--- src/rtl/logic_unit_pipe.sv ---
// Two-stage valid/ready bitwise logic unit with result flags and a
// completed-transfer counter.
module logic_unit_pipe #(
  parameter int unsigned WIDTH = 10,
  parameter int unsigned CNT_W = 16
) (
  input  logic             clk,
  input  logic             rst,
  input  logic             in_valid,
  output logic             in_ready,
  input  logic [2:0]       op,
  input  logic [WIDTH-1:0] data_in,
  input  logic [WIDTH-1:0] data_in_b,
  output logic             out_valid,
  input  logic             out_ready,
  output logic [WIDTH-1:0] res,
  output logic             zero,
  output logic             ones,
  output logic [CNT_W-1:0] done_cnt
);

  typedef enum logic [2:0] {
    OP_NOT  = 3'b000,
    OP_AND  = 3'b001,
    OP_OR   = 3'b010,
    OP_XOR  = 3'b011,
    OP_NAND = 3'b100,
    OP_NOR  = 3'b101,
    OP_XNOR = 3'b110,
    OP_PASS = 3'b111
  } op_e;

  logic             s1_valid;
  op_e              s1_op;
  logic [WIDTH-1:0] s1_a;
  logic [WIDTH-1:0] s1_b;

  logic             s2_load_c;
  logic             s1_load_c;
  logic             in_xfer_c;
  logic             out_xfer_c;
  logic [WIDTH-1:0] res_c;
  logic             zero_c;
  logic             ones_c;

  // S2 frees up when empty or drained this cycle; S1 follows S2.
  assign out_xfer_c = out_valid & out_ready;
  assign s2_load_c  = ~out_valid | out_ready;
  assign s1_load_c  = ~s1_valid | s2_load_c;
  assign in_ready   = ~rst & s1_load_c;
  assign in_xfer_c  = in_valid & in_ready;

  // Bitwise operation on the S1 operands.
  always_comb begin
    res_c = '0;
    unique case (s1_op)
      OP_NOT:  res_c = ~s1_a;
      OP_AND:  res_c = s1_a & s1_b;
      OP_OR:   res_c = s1_a | s1_b;
      OP_XOR:  res_c = s1_a ^ s1_b;
      OP_NAND: res_c = ~(s1_a & s1_b);
      OP_NOR:  res_c = ~(s1_a | s1_b);
      OP_XNOR: res_c = ~(s1_a ^ s1_b);
      OP_PASS: res_c = s1_a;
      default: res_c = '0;
    endcase
    zero_c = (res_c == '0);
    ones_c = &res_c;
  end

  // S1: operand capture.
  always_ff @(posedge clk) begin
    if (rst) begin
      s1_valid <= 1'b0;
      s1_op    <= OP_NOT;
      s1_a     <= '0;
      s1_b     <= '0;
    end else if (s1_load_c) begin
      s1_valid <= in_xfer_c;
      if (in_xfer_c) begin
        s1_op <= op_e'(op);
        s1_a  <= data_in;
        s1_b  <= data_in_b;
      end
    end
  end

  // S2: result, flags and delivery counter.
  always_ff @(posedge clk) begin
    if (rst) begin
      out_valid <= 1'b0;
      res       <= '0;
      zero      <= 1'b0;
      ones      <= 1'b0;
      done_cnt  <= '0;
    end else begin
      if (out_xfer_c) begin
        done_cnt <= done_cnt + CNT_W'(1);
      end
      if (s2_load_c) begin
        out_valid <= s1_valid;
        if (s1_valid) begin
          res  <= res_c;
          zero <= zero_c;
          ones <= ones_c;
        end
      end
    end
  end

endmodule

--- config.mk ---
export PLATFORM = sky130hd
export DESIGN_NAME = logic_unit_pipe
export DESIGN_NICKNAME = d
export VERILOG_FILES = /design/src/rtl/logic_unit_pipe.sv
export SDC_FILE = /design/constraint.sdc
export NUM_CORES = 1
export LEC_CHECK = 0
export BUFFER_PORTS_ARGS = -buffer_cell sky130_fd_sc_hd__buf_4
export CORE_MARGIN = 2
export CORE_UTILIZATION = 55
export CTS_CLUSTER_DIAMETER = 120
export DETAILED_ROUTE_END_ITERATION = 16
export GPL_TIMING_DRIVEN = 0
export PLACE_DENSITY = 0.91
export SYNTH_ARGS = -nofsm -noshare
export SYNTH_HDL_FRONTEND = slang
export SYNTH_SLANG_ARGS = --single-unit
--- constraint.sdc ---
create_clock -name clk -period 2.4 [get_ports clk]
set_input_delay 0.36 -clock clk [delete_from_list [all_inputs] [get_ports clk]]
set_output_delay 0.36 -clock clk [all_outputs]
set_load 0.01 [all_outputs]
==> flow_summary.json <==
{
  "status": "finished clean",
  "first_pass_iters": 5,
  "critical_path.endpoint": "zero$_SDFFE_PP0P_",
  "num-nets-final": 473,
  "synth_xor_area_share_pct": 3.77,
  "vias": 2914,
  "yosysSeqAreaShare_pct": 35.1,
  "post_dp_cell_area_um2": 3520,
  "synth-seq-cells": 53,
  "grt_max_degree": 19,
  "ir_drop_uv": 318,
  "floorplan.initialDensity_pct": 58.0,
  "synth-simple-area-share_pct": 19.6,
  "cts_max_level": 2,
  "criticalPathCategory": "reg -> reg",
  "post_cts_buffers": 0,
  "startpoint": "s1_op[2]$_SDFFE_PP0P_",
  "cts-hold-fix-buffers": 0,
  "synth_cell_types": 48,
  "report.final.slew_viol_count": 0,
  "startpoint_type": "register",
  "fin_crit_ns": 2.19,
  "rr_startpoint": "s1_op[2]$_SDFFE_PP0P_",
  "required_ns": 2.63,
  "clock_latency_ns": 0.33,
  "cellLeakagePower_nw": 1.54,
  "io_pins": 57,
  "fin_tns_setup_ns": 0,
  "finalInstanceArea_um2": 3610,
  "place_inst": 488,
  "hold_start": "data_in_b[8]",
  "maxSlewHeadroom_pct": 59.4,
  "syn_to_final_growth_pct": 19.7,
  "dieArea_um2": 6100,
  "core_area_um2": 5200,
  "netlist_area_um2": 3020,
  "vias_per_cell": 5.88,
  "cts-root-buf": "clkbuf_8",
  "grt_overflow": 0,
  "synth-main-ff-cell": "dfxtp_1",
  "end_kind": "register",
  "cts_resized": 0,
  "synth_top_family_by_area": "compound AO/OA/AOI/OAI gates",
  "setup_viol_count_final": 0,
  "critical-path-max-stage-delay_ns": 0.41,
  "synth_fa_ha_area_share_pct": 8.70,
  "die_w_um": 78.1,
  "avgSynthCellArea_um2": 8.32,
  "row_count": 26,
  "antenna_found_initial": 0,
  "finalPower_mw": 1.98,
  "reg2reg_to": "zero$_SDFFE_PP0P_",
  "slowest_stage": "a2bb2oi_1",
  "grt_pass1_wl_mm": 13.3,
  "synth_fp_nets": 411,
  "synth_cells": 363,
  "numCtsBuffers": 5,
  "mostFrequentLayoutCell": "buf_4",
  "synth_compound_area_share_pct": 19.8,
  "async_flop_share_pct": 0,
  "synth-edff-count": 0,
  "grt_pass1_vias": 2832,
  "p_per_area_nw_per_um2": 548,
  "io_buffers": 55,
  "worstRegToRegCells": 7,
  "drcViolationCount": 0,
  "max_freq_mhz": 457,
  "drv_cap": 0,
  "cts_tree": "yes",
  "worstHoldPathType": "in -> reg",
  "synth.area.mux_share_pct": 4.68,
  "drt_wl_total_mm": 7.99,
  "antennaDiodeCount": 0,
  "n_fill_cell": 410,
  "yosys_warnings": 0,
  "tightest_slew_ns": 0.609,
  "rrSetupSlack_ns": 0.21,
  "layoutNonFillerInstCount": 496,
  "finalHoldViolations": 0,
  "gr-usage-all-layers_pct": 27.1,
  "place.gp.congestion": 0.945,
  "drtIter0Drc": 259,
  "wl_per_cell_um": 16.1,
  "rsz0062_at_grt": "false",
  "drive_gt1_share_pct": 20.4,
  "cp.arrival_ns": 2.42,
  "die-height_um": 78.1,
  "path_clk_slew_ns": 0.11,
  "hpwl_mm": 5.78,
  "min_period_over_period_pct": 91.2,
  "cts.sinks": 53,
  "final_cell_mix": "buf_4 (59), dfxtp_1 (53), nand2_1 (51), nor2_1 (35), inv_1 (28)",
  "skew_ns": 0.0129,
  "crit_chain": "buf_2, clkbuf_1, o21ai_0, a21oi_1, a2bb2oi_1, nor4_1, a32o_1",
  "critPathMaxFanout": 10,
  "antenna_left": 0,
  "cts_buffer_depth": 2,
  "utilization_pct": 69.4
}
## state kept, by name, summed over array words and instances, names as in the netlist
register	cells
s1_b	10
ones	1
out_valid	1
done_cnt	16
s1_op	3
s1_valid	1
res	10
zero	1
s1_a	10
## routing by layer
layer	track usage [%]	share of wire, %	vias up
met5	0	0	-
met4	12.3	2.7	0
met3	4.37	6.8	20
met2	46.5	49	132
met1	33.4	41	1369
li1	-	-	1393
## stage by stage
step	hold WS (ns)	setup slack [ns]
after floorplan	0.459	0.508
after global routing	0.226	0.0950
final	0.216	0.210
after global placement	0.445	0.330
after detailed placement	0.447	0.300
after CTS	0.219	0.263
## Yosys cell counts (3+ instances only)
master | n | share of area (%)
nand4_1 | 4 | 0.83
o22a_1 | 4 | 1.2
nand2b_1 | 5 | 1.0
o221ai_1 | 5 | 1.4
nor2b_1 | 8 | 1.7
nor3b_1 | 3 | 0.75
and3_1 | 3 | 0.62
ha_1 | 21 | 8.7
o221a_2 | 3 | 1.1
buf_2 | 6 | 0.99
inv_1 | 28 | 3.5
a31oi_1 | 7 | 1.4
nor2_1 | 35 | 4.3
buf_4 | 4 | 0.99
dfxtp_1 | 53 | 35
nand2_1 | 51 | 6.3
clkbuf_1 | 12 | 1.5
o21ai_0 | 8 | 1.3
o31ai_1 | 21 | 5.2
a21oi_1 | 16 | 2.7
nor3_1 | 4 | 0.66
nand3_1 | 9 | 1.5
mux2i_1 | 7 | 2.3
xor2_1 | 11 | 3.2
or3_1 | 3 | 0.62
## critical path, delay by kind of cell (launching register included)
family          cells  cell delay [ns]
flops               1             0.32
compound gates      4             1.07
simple gates        1             0.12
buf+inv             2             0.58
## where the power goes
| group | internal [mW] | total [mW] | switching, mW |
|---|---|---|---|
| logic | 0.207 | 0.469 | 0.262 |
| clock network | 0.214 | 0.553 | 0.340 |
| registers | 0.924 | 0.958 | 0.0337 |
## final cells by class
| type | count | area [um2] | area share [%] |
|---|---|---|---|
| inverter | 28 | 105 | 2.91 |
| clock inverter | 3 | 25.0 | 0.692 |
| buffer | 25 | 148 | 4.08 |
| clock buffer | 5 | 68.8 | 1.90 |
| multi-input combinational | 257 | 1710 | 47.2 |
| tap | 70 | 87.6 | 2.42 |
| sequential | 53 | 1060 | 29.4 |
| timing repair buffer | 55 | 413 | 11.4 |
## how the worst min path moves through the flow
stage | to | slack (ns) | cells after the start
3_5_place_dp | res[9]$_SDFFE_PP0P_ | 0.45 | 2
5_1_grt | s1_op[1]$_SDFFE_PP0P_ | 0.23 | 3
4_1_cts | s1_b[8]$_SDFFE_PP0P_ | 0.22 | 3
6_report | s1_b[8]$_SDFFE_PP0P_ | 0.22 | 3
2_1_floorplan | s1_op[0]$_SDFFE_PP0P_ | 0.46 | 2
3_3_place_gp | res[1]$_SDFFE_PP0P_ | 0.44 | 2
## kinds of logic after synthesis
logic type,Yosys count
and+or+nand+nor,130
AOI/OAI and AO/OA,82
buffers and inverters,53
DFF,53
adders and majority gates,21
xor gates and xnor gates,13
muxes,11
Note: power is estimated with default switching activity, not from simulation.
